## src/rtl/lcd_drive_pkg.sv

```systemverilog
`default_nettype none
// ============================================================================
//  Module      : lcd_drive_pkg
//  Description : Shared definitions for the lcd_drive_ctrl AHB slave:
//                field widths, register word indices, CTRL/STATUS bit
//                positions, FSM state encoding, the shadow/active
//                configuration record, and a field read-back helper.
//  Revision    : 1.0 - initial release
// ============================================================================
package lcd_drive_pkg;

    // Field widths
    localparam int W_SIZE       = 12;
    localparam int W_DELAY      = 12;
    localparam int W_FRAME_SIZE = 2 * W_SIZE + 1;
    localparam int IMG_PIX_W    = 8;
    localparam int W_FCNT       = 16;

    // Register word indices (HADDR[5:2])
    localparam logic [3:0] C_IDX_WIDTH       = 4'd0;
    localparam logic [3:0] C_IDX_HEIGHT      = 4'd1;
    localparam logic [3:0] C_IDX_START_UP    = 4'd2;
    localparam logic [3:0] C_IDX_VSYNC_CYC   = 4'd3;
    localparam logic [3:0] C_IDX_VSYNC_DLY   = 4'd4;
    localparam logic [3:0] C_IDX_HSYNC_DLY   = 4'd5;
    localparam logic [3:0] C_IDX_FTRANS_DLY  = 4'd6;
    localparam logic [3:0] C_IDX_DATA_COUNT  = 4'd7;
    localparam logic [3:0] C_IDX_BR_MODE     = 4'd8;
    localparam logic [3:0] C_IDX_BR_VALUE    = 4'd9;
    localparam logic [3:0] C_IDX_CTRL        = 4'd10;
    localparam logic [3:0] C_IDX_STATUS      = 4'd11;

    // CTRL bit positions
    localparam int C_CTRL_START  = 0;
    localparam int C_CTRL_CONT   = 1;
    localparam int C_CTRL_STOP   = 2;
    localparam int C_CTRL_IRQ_EN = 3;

    // STATUS bit positions
    localparam int C_STAT_BUSY     = 0;
    localparam int C_STAT_DONE     = 1;
    localparam int C_STAT_FCNT_LSB = 16;

    // Frame sequencer states
    typedef enum logic [2:0] {
        ST_IDLE = 3'd0,
        ST_LOAD = 3'd1,
        ST_KICK = 3'd2,
        ST_RUN  = 3'd3,
        ST_DONE = 3'd4
    } state_e;

    // Programmable frame configuration (used for both shadow and active copies)
    typedef struct packed {
        logic [W_SIZE-1:0]       width;
        logic [W_SIZE-1:0]       height;
        logic [W_DELAY-1:0]      start_up_delay;
        logic [W_DELAY-1:0]      vsync_cycle;
        logic [W_DELAY-1:0]      vsync_delay;
        logic [W_DELAY-1:0]      hsync_delay;
        logic [W_DELAY-1:0]      frame_trans_delay;
        logic [W_FRAME_SIZE-1:0] data_count;
        logic                    br_mode;
        logic [IMG_PIX_W-1:0]    br_value;
    } cfg_t;

    // Zero-extended read-back of a configuration field; non-config indices read 0.
    function automatic logic [31:0] cfg_rd(input cfg_t c, input logic [3:0] idx);
        logic [31:0] r;
        r = '0;
        case (idx)
            C_IDX_WIDTH:      r[W_SIZE-1:0]       = c.width;
            C_IDX_HEIGHT:     r[W_SIZE-1:0]       = c.height;
            C_IDX_START_UP:   r[W_DELAY-1:0]      = c.start_up_delay;
            C_IDX_VSYNC_CYC:  r[W_DELAY-1:0]      = c.vsync_cycle;
            C_IDX_VSYNC_DLY:  r[W_DELAY-1:0]      = c.vsync_delay;
            C_IDX_HSYNC_DLY:  r[W_DELAY-1:0]      = c.hsync_delay;
            C_IDX_FTRANS_DLY: r[W_DELAY-1:0]      = c.frame_trans_delay;
            C_IDX_DATA_COUNT: r[W_FRAME_SIZE-1:0] = c.data_count;
            C_IDX_BR_MODE:    r[0]                = c.br_mode;
            C_IDX_BR_VALUE:   r[IMG_PIX_W-1:0]    = c.br_value;
            default:          r                   = '0;
        endcase
        return r;
    endfunction

endpackage
`default_nettype wire

```

## src/rtl/lcd_drive_regbank.sv

```systemverilog
`default_nettype none
// ============================================================================
//  Module      : lcd_drive_regbank
//  Description : AHB-Lite decode and register storage for lcd_drive_ctrl.
//                Holds the shadow configuration, CTRL (CONT, IRQ_EN) and
//                STATUS (done_sticky, frame count). START/STOP writes are
//                presented as single-cycle request pulses in the write
//                data phase.
//  Revision    : 1.0 - initial release
//  Ports       : clk_i/rst_ni       clock, async active-low reset
//                hsel_i..hwdata_i   AHB-Lite slave inputs
//                hrdata_o           registered read data
//                busy_i             sequencer not idle
//                done_evt_i         sequencer in DONE this cycle
//                cfg_o              shadow configuration
//                start_req_o        CTRL.START written as 1 (pulse)
//                stop_req_o         CTRL.STOP written as 1 (pulse)
//                cont_o, irq_en_o   CTRL mode bits
//                done_sticky_o      STATUS.done_sticky
// ============================================================================
module lcd_drive_regbank
    import lcd_drive_pkg::*;
(
    input  logic        clk_i,
    input  logic        rst_ni,
    input  logic        hsel_i,
    input  logic        hready_i,
    input  logic [31:0] haddr_i,
    input  logic [1:0]  htrans_i,
    input  logic        hwrite_i,
    input  logic [2:0]  hsize_i,
    input  logic [31:0] hwdata_i,
    output logic [31:0] hrdata_o,
    input  logic        busy_i,
    input  logic        done_evt_i,
    output cfg_t        cfg_o,
    output logic        start_req_o,
    output logic        stop_req_o,
    output logic        cont_o,
    output logic        irq_en_o,
    output logic        done_sticky_o
);

    logic              addr_valid;
    logic              wr_pend_q;
    logic [3:0]        wr_idx_q;
    cfg_t              cfg_q, cfg_d;
    logic              cont_q, cont_d;
    logic              irq_en_q, irq_en_d;
    logic              done_q, done_d;
    logic              done_clr;
    logic [W_FCNT-1:0] fcnt_q, fcnt_d;
    logic [31:0]       hrdata_q, hrdata_d;
    logic [31:0]       ctrl_rd;
    logic [31:0]       stat_rd;
    logic              w_unused;

    // Only word offsets 0x00..0x3C are decoded; size is ignored (word access).
    assign w_unused   = ^{haddr_i[31:6], haddr_i[1:0], htrans_i[0], hsize_i, hwdata_i[31:25]};
    assign addr_valid = hsel_i & hready_i & htrans_i[1];

    // Write commit in the data phase, plus CTRL/STATUS side effects.
    always_comb begin
        cfg_d       = cfg_q;
        cont_d      = cont_q;
        irq_en_d    = irq_en_q;
        start_req_o = 1'b0;
        stop_req_o  = 1'b0;
        done_clr    = 1'b0;
        if (wr_pend_q) begin
            case (wr_idx_q)
                C_IDX_WIDTH:      cfg_d.width             = hwdata_i[W_SIZE-1:0];
                C_IDX_HEIGHT:     cfg_d.height            = hwdata_i[W_SIZE-1:0];
                C_IDX_START_UP:   cfg_d.start_up_delay    = hwdata_i[W_DELAY-1:0];
                C_IDX_VSYNC_CYC:  cfg_d.vsync_cycle       = hwdata_i[W_DELAY-1:0];
                C_IDX_VSYNC_DLY:  cfg_d.vsync_delay       = hwdata_i[W_DELAY-1:0];
                C_IDX_HSYNC_DLY:  cfg_d.hsync_delay       = hwdata_i[W_DELAY-1:0];
                C_IDX_FTRANS_DLY: cfg_d.frame_trans_delay = hwdata_i[W_DELAY-1:0];
                C_IDX_DATA_COUNT: cfg_d.data_count        = hwdata_i[W_FRAME_SIZE-1:0];
                C_IDX_BR_MODE:    cfg_d.br_mode           = hwdata_i[0];
                C_IDX_BR_VALUE:   cfg_d.br_value          = hwdata_i[IMG_PIX_W-1:0];
                C_IDX_CTRL: begin
                    start_req_o = hwdata_i[C_CTRL_START];
                    stop_req_o  = hwdata_i[C_CTRL_STOP];
                    cont_d      = hwdata_i[C_CTRL_CONT];
                    irq_en_d    = hwdata_i[C_CTRL_IRQ_EN];
                end
                C_IDX_STATUS:     done_clr                = hwdata_i[C_STAT_DONE];
                default: ;
            endcase
        end
        // A frame completing in the same cycle as the W1C keeps the flag set.
        done_d = done_evt_i ? 1'b1 : (done_clr ? 1'b0 : done_q);
        fcnt_d = done_evt_i ? fcnt_q + 1'b1 : fcnt_q;
    end

    // Read data is taken from the next-state values so that a read whose
    // address phase overlaps a write data phase returns the new contents.
    always_comb begin
        ctrl_rd                 = '0;
        ctrl_rd[C_CTRL_CONT]    = cont_d;
        ctrl_rd[C_CTRL_IRQ_EN]  = irq_en_d;
        stat_rd                 = '0;
        stat_rd[C_STAT_BUSY]    = busy_i;
        stat_rd[C_STAT_DONE]    = done_d;
        stat_rd[C_STAT_FCNT_LSB +: W_FCNT] = fcnt_d;
        hrdata_d = '0;
        if (addr_valid && !hwrite_i) begin
            case (haddr_i[5:2])
                C_IDX_CTRL:   hrdata_d = ctrl_rd;
                C_IDX_STATUS: hrdata_d = stat_rd;
                default:      hrdata_d = cfg_rd(cfg_d, haddr_i[5:2]);
            endcase
        end
    end

    always_ff @(posedge clk_i or negedge rst_ni) begin
        if (!rst_ni) begin
            wr_pend_q <= 1'b0;
            wr_idx_q  <= '0;
            cfg_q     <= '0;
            cont_q    <= 1'b0;
            irq_en_q  <= 1'b0;
            done_q    <= 1'b0;
            fcnt_q    <= '0;
            hrdata_q  <= '0;
        end else begin
            wr_pend_q <= addr_valid & hwrite_i;
            wr_idx_q  <= haddr_i[5:2];
            cfg_q     <= cfg_d;
            cont_q    <= cont_d;
            irq_en_q  <= irq_en_d;
            done_q    <= done_d;
            fcnt_q    <= fcnt_d;
            hrdata_q  <= hrdata_d;
        end
    end

    assign hrdata_o      = hrdata_q;
    assign cfg_o         = cfg_q;
    assign cont_o        = cont_q;
    assign irq_en_o      = irq_en_q;
    assign done_sticky_o = done_q;

endmodule
`default_nettype wire

```

## src/rtl/lcd_drive_ctrl.sv

```systemverilog
`default_nettype none
// ============================================================================
//  Module      : lcd_drive_ctrl
//  Description : AHB-Lite configuration/sequencing slave for the lcd_drive
//                engine. Shadow configuration is copied to the active
//                outputs only at frame boundaries (LOAD). Issues one start
//                pulse per frame, supports single-shot and continuous modes,
//                and raises a level end-of-frame interrupt.
//  Revision    : 1.0 - initial release
//  Ports       : HCLK/HRESETn            clock, async active-low reset
//                HSEL..HWDATA            AHB-Lite slave inputs
//                HRDATA/HREADYOUT/HRESP  AHB-Lite slave outputs (zero wait, OKAY)
//                o_width..o_br_value     active frame configuration
//                o_start                 one-cycle frame start to lcd_drive
//                i_frame_done            one-cycle end-of-frame from lcd_drive
//                o_irq                   done_sticky & irq_en
// ============================================================================
module lcd_drive_ctrl
    import lcd_drive_pkg::*;
(
    input  logic                    HCLK,
    input  logic                    HRESETn,
    input  logic                    HSEL,
    input  logic                    HREADY,
    input  logic [31:0]             HADDR,
    input  logic [1:0]              HTRANS,
    input  logic                    HWRITE,
    input  logic [2:0]              HSIZE,
    input  logic [31:0]             HWDATA,
    output logic [31:0]             HRDATA,
    output logic                    HREADYOUT,
    output logic [1:0]              HRESP,
    output logic [W_SIZE-1:0]       o_width,
    output logic [W_SIZE-1:0]       o_height,
    output logic [W_DELAY-1:0]      o_start_up_delay,
    output logic [W_DELAY-1:0]      o_vsync_cycle,
    output logic [W_DELAY-1:0]      o_vsync_delay,
    output logic [W_DELAY-1:0]      o_hsync_delay,
    output logic [W_DELAY-1:0]      o_frame_trans_delay,
    output logic [W_FRAME_SIZE-1:0] o_data_count,
    output logic                    o_br_mode,
    output logic [IMG_PIX_W-1:0]    o_br_value,
    output logic                    o_start,
    input  logic                    i_frame_done,
    output logic                    o_irq
);

    state_e state_q, state_d;
    logic   stop_pend_q, stop_pend_d;
    cfg_t   act_q;
    cfg_t   shadow;
    logic   start_req;
    logic   stop_req;
    logic   cont;
    logic   irq_en;
    logic   done_sticky;
    logic   busy;
    logic   done_evt;

    assign busy     = (state_q != ST_IDLE);
    assign done_evt = (state_q == ST_DONE);

    lcd_drive_regbank u_regbank (
        .clk_i         (HCLK),
        .rst_ni        (HRESETn),
        .hsel_i        (HSEL),
        .hready_i      (HREADY),
        .haddr_i       (HADDR),
        .htrans_i      (HTRANS),
        .hwrite_i      (HWRITE),
        .hsize_i       (HSIZE),
        .hwdata_i      (HWDATA),
        .hrdata_o      (HRDATA),
        .busy_i        (busy),
        .done_evt_i    (done_evt),
        .cfg_o         (shadow),
        .start_req_o   (start_req),
        .stop_req_o    (stop_req),
        .cont_o        (cont),
        .irq_en_o      (irq_en),
        .done_sticky_o (done_sticky)
    );

    // Frame sequencer: next state and stop bookkeeping.
    always_comb begin
        state_d     = state_q;
        stop_pend_d = stop_pend_q;
        // A STOP while a frame is in flight only takes effect at its end.
        if (stop_req && busy) begin
            stop_pend_d = 1'b1;
        end
        case (state_q)
            ST_IDLE: begin
                // START and STOP in one write: STOP wins, no frame.
                if (start_req && !stop_req) begin
                    state_d = ST_LOAD;
                end
            end
            ST_LOAD: state_d = ST_KICK;
            ST_KICK: state_d = ST_RUN;
            ST_RUN: begin
                if (i_frame_done) begin
                    state_d = ST_DONE;
                end
            end
            ST_DONE: begin
                stop_pend_d = 1'b0;
                if (cont && !stop_pend_q && !stop_req) begin
                    state_d = ST_LOAD;
                end else begin
                    state_d = ST_IDLE;
                end
            end
            default: state_d = ST_IDLE;
        endcase
    end

    always_ff @(posedge HCLK or negedge HRESETn) begin
        if (!HRESETn) begin
            state_q     <= ST_IDLE;
            stop_pend_q <= 1'b0;
            act_q       <= '0;
        end else begin
            state_q     <= state_d;
            stop_pend_q <= stop_pend_d;
            // The only point where the active configuration may change.
            if (state_q == ST_LOAD) begin
                act_q <= shadow;
            end
        end
    end

    assign o_start             = (state_q == ST_KICK);
    assign o_irq               = done_sticky & irq_en;
    assign HREADYOUT           = 1'b1;
    assign HRESP               = 2'b00;

    assign o_width             = act_q.width;
    assign o_height            = act_q.height;
    assign o_start_up_delay    = act_q.start_up_delay;
    assign o_vsync_cycle       = act_q.vsync_cycle;
    assign o_vsync_delay       = act_q.vsync_delay;
    assign o_hsync_delay       = act_q.hsync_delay;
    assign o_frame_trans_delay = act_q.frame_trans_delay;
    assign o_data_count        = act_q.data_count;
    assign o_br_mode           = act_q.br_mode;
    assign o_br_value          = act_q.br_value;

endmodule
`default_nettype wire

```

## config.mk

```make
export PLATFORM = sky130hd
export DESIGN_NAME = lcd_drive_ctrl
export DESIGN_NICKNAME = d
export VERILOG_FILES = /design/src/rtl/lcd_drive_pkg.sv /design/src/rtl/lcd_drive_regbank.sv /design/src/rtl/lcd_drive_ctrl.sv
export SDC_FILE = /design/constraint.sdc
export NUM_CORES = 1
export LEC_CHECK = 0
export ABC_AREA = 1
export CORE_MARGIN = 2
export CORE_UTILIZATION = 36
export DETAILED_ROUTE_END_ITERATION = 6
export PLACE_DENSITY_LB_ADDON = 0.3
export SYNTH_ARGS = -nofsm -noshare
export SYNTH_HDL_FRONTEND = slang
export SYNTH_HIERARCHICAL = 1
export SYNTH_SLANG_ARGS = --single-unit
```

## constraint.sdc

```tcl
create_clock -name HCLK -period 2.4 [get_ports HCLK]
set_input_delay 0.6 -clock HCLK [delete_from_list [all_inputs] [get_ports HCLK]]
set_output_delay 0.6 -clock HCLK [all_outputs]
set_load 0.01 [all_outputs]
```

==> impl_metrics.env <==
export IMPL_status="completed"
export IMPL_critical_path_class="flip-flop to primary output"
export IMPL_grt_overflow=0
export IMPL_ant_nets=0
export IMPL_seqPwrFrac_pct=41.0
export IMPL_hold_path_class="flip-flop to flip-flop"
export IMPL_min_period_over_period_pct=91.16
export IMPL_dp_slack_ps=4.670
export IMPL_die_area_um2=38650
export IMPL_yosys_area_top_type_share_pct=55.47
export IMPL_yosysSeqAreaShare_pct=55.47
export IMPL_cts_tree="done"
export IMPL_die_x_um=196.6
export IMPL_p_sw_share_pct=31.13
export IMPL_cts_max_level=1
export IMPL_cts_sinks=296
export IMPL_power_frac_clock_pct=32.6
export IMPL_drtIter0Drc=732
export IMPL_setup_violations_final=0
export IMPL_ys_seq_elements=296
export IMPL_numCtsBuffers=31
export IMPL_total_power_mw=16.17
export IMPL_dr_pass1_iters=7
export IMPL_syn_inst=1586
export IMPL_wl_per_cell_um=17.24
export IMPL_required_ps=1800
export IMPL_skew_ps=11.18
export IMPL_drv_cap=0
export IMPL_clk_latency_ps=560
export IMPL_cp_max_fo=2
export IMPL_grt_antenna_before_repair=2
export IMPL_synth_distinct_cells=46
export IMPL_power_per_cell_area_nw_per_um2=944.1
export IMPL_drcViolationCount=0
export IMPL_endpoint_kind="primary output"
export IMPL_final_nets=1883
export IMPL_area_growth_pct=28.27
export IMPL_p_leak_nw=8.777
export IMPL_cts_reportedPaths_clkPinSlew_ps=60
export IMPL_yosysWarnings=6
export IMPL_syn_area_per_cell_um2=8.419
export IMPL_cts_buffer_depth=3
export IMPL_dp_hpwl_mm=29.01
export IMPL_synth_top_cells_by_area="dfrtp_1 (55%), nand2_1 (19%), inv_1 (4.0%), nand3_1 (4.0%), and2_1 (2.5%)"
export IMPL_coreArea_um2=36610
export IMPL_power_internal_mw=11.14
export IMPL_p_comb_share_pct=26.5
export IMPL_gp_congestion=0.9167
export IMPL_drt_wl_total_mm=39.67
export IMPL_grt_pass1_vias=10960
export IMPL_period_minus_slack_ps=2188
export IMPL_io_buffers=187
export IMPL_drive_gt1_share_pct=9.279
export IMPL_grt_max_degree=77
export IMPL_synth_area_um2=13350
export IMPL_start_util_pct=36.47
export IMPL_finalWorstSetupSlack_ps=212.2
export IMPL_cts_root_buffer="clkbuf_16"
export IMPL_rsz0062_at_grt="no"
export IMPL_finalHoldViolations=0
export IMPL_cp_start_kind="flip-flop"
export IMPL_num_vias=11100
export IMPL_worstPathArrival_ps=1590
export IMPL_n_fill_cell=3589
export IMPL_power_switching_mw=5.034
export IMPL_max_slew_worst_pin_slew_ps=846.4
export IMPL_yosys_area_top_type="dfrtp_1"
export IMPL_grt_pass1_wl_mm=61.72
export IMPL_die_y_um=196.6
export IMPL_ios=230
export IMPL_vdd_drop_max_mv=0.6494
export IMPL_grt_total_usage_pct=20.56
export IMPL_clock_fmax_ghz=0.4571
export IMPL_drv_slew=0
export IMPL_rows=70
export IMPL_via_per_inst=4.822
export IMPL_maxSlewHeadroom_pct=43.57
-- per-layer routing --
layer	up-vias	wire length, µm	global-route usage [%]
met5	-	12	0
met4	2	1191	6.266
met3	72	2712	4.090
met2	336	18470	33.86
met1	5313	17280	27.52
li1	5372	-	-
-- placed cells by master, fill, tap and decap left out, types with 3 or more instances in the layout --
cell,Yosys,final
a21oi_1,18,18
and2_1,53,53
buf_12,0,11
buf_4,18,50
bufinv_16,0,6
clkbuf_1,13,4
clkbuf_16,0,31
clkbuf_8,0,7
clkdlybuf4s50_1,0,185
clkinv_2,0,5
clkinvlp_4,0,4
conb_1,2,3
dfrtp_1,296,296
inv_1,144,144
inv_2,8,7
nand2_1,662,662
nand2_2,12,12
nand3_1,107,107
nand3_2,5,5
nand3_4,3,3
nand4_1,15,15
nor2_1,73,73
nor2_2,5,5
nor2_4,6,6
nor2_8,3,3
nor3_1,5,5
o211ai_1,20,20
o21a_1,25,25
o21ai_0,15,15
o21ai_1,12,12
o21ai_2,3,3
xor2_1,7,7
-- worst max-delay path, stage by stage (launching register included) --
cell	delay (ps)
dfrtp_1	350
nand2_1	60
inv_1	80
clkdlybuf4s50_1	540
-- Yosys cell counts, drive strengths merged --
master / number
o21bai: 1
or2: 5
nand4: 15
clkinv: 2
nand2: 676
o211ai: 20
nand3b: 2
a21oi: 18
o21ai: 30
inv: 153
xor2: 7
a21o: 1
xnor2: 1
buf: 49
o41ai: 1
o21a: 25
a22oi: 2
a31o: 1
nor2b: 1
dfrtp: 296
nor3: 7
a31oi: 2
conb: 2
nand3: 115
ha: 1
clkbuf: 13
nor2: 87
and2: 53
-- metrics by stage --
| step | hold slack (ps) | utilization, % | area [µm²] | instances | setup TNS (ps) |
|---|---|---|---|---|---|
| final | 470.0 | 46.78 | 17130 | 2301 | 0 |
| after detailed placement | 459.0 | 43.66 | 15990 | 2241 | 0 |
| after CTS | 473.1 | 46.79 | 17130 | 2300 | 0 |
| after global routing | 492.3 | 46.78 | 17130 | 2301 | 0 |
| after floorplan | 304.4 | - | 13360 | 1587 | 0 |
| after global placement | 456.4 | 43.66 | 15990 | 2241 | -59.82 |
-- layout make-up --
type,count,area [µm²],share of cell area (%)
Sequential cell,296,7407,43.25
Tap cell,468,585.6,3.419
Clock buffer,42,887.1,5.179
Multi-Input combinational cell,1074,4935,28.81
Antenna cell,1,2.502,0.01461
Timing Repair Buffer,249,2477,14.46
Clock inverter,16,247.7,1.446
Inverter,155,585.6,3.419
-- power by group through the flow --
stage | Sequential, mW | Clock, mW | Combinational (mW)
after floorplan | 6.84 | 0 | 2.01
after global placement | 6.70 | 0 | 4.30
final | 6.62 | 5.26 | 4.28
after global routing | 6.75 | 5.60 | 4.80
after detailed placement | 6.72 | 0 | 4.36
after CTS | 6.64 | 5.38 | 4.38
-- kinds of logic after synthesis --
logic type	after synthesis	share of synthesized area, %
AND/OR/NAND/NOR	961	31.34
flip-flops	296	55.47
buffers and inverters	217	7.646
AO/OA/AOI/OAI	101	4.863
XOR/XNOR	8	0.5248
other	2	0.05624
adder cells (fa/ha/maj)	1	0.09369
-- flip-flops by register name, summed over array words and instances, names as in the netlist --
register                 count
o_br_mode                    1
o_br_value                   8
o_data_count                25
o_frame_trans_delay         12
o_height                    12
o_hsync_delay               12
o_start_up_delay            12
o_vsync_cycle               12
o_vsync_delay               12
o_width                     12
state_q                      3
stop_pend_q                  1
u_regbank/cfg_o            118
u_regbank/cont_o             1
u_regbank/done_sticky_o      1
u_regbank/fcnt_q            16
u_regbank/hrdata_o          32
u_regbank/irq_en_o           1
u_regbank/wr_idx_q           4
u_regbank/wr_pend_q          1
-- worst paths after layout --
kind	from	endpoint	slack, ps	cells after the start
setup / recovery	u_regbank/done_sticky_o	o_irq	210	3
hold / removal	o_start_up_delay[3]	o_start_up_delay[3]	470	2
setup reg to reg	u_regbank/wr_pend_q	u_regbank/hrdata_o[10]	220	6
hold reg to reg	o_start_up_delay[3]	o_start_up_delay[3]	470	2
max in group asynchronous	HRESETn	o_data_count[8]	1190	3
min in group asynchronous	HRESETn	u_regbank/cfg_o[102]	500	2
-- timing repair --
item,in CTS,in global routing
gates resized for setup,1,2
setup buffers,0,0
hold endpoints to repair,24,0
pin swaps,0,0
endpoints found under the setup margin,1,1
hold buffers,1,0
Note: power is estimated with default switching activity, not from simulation.
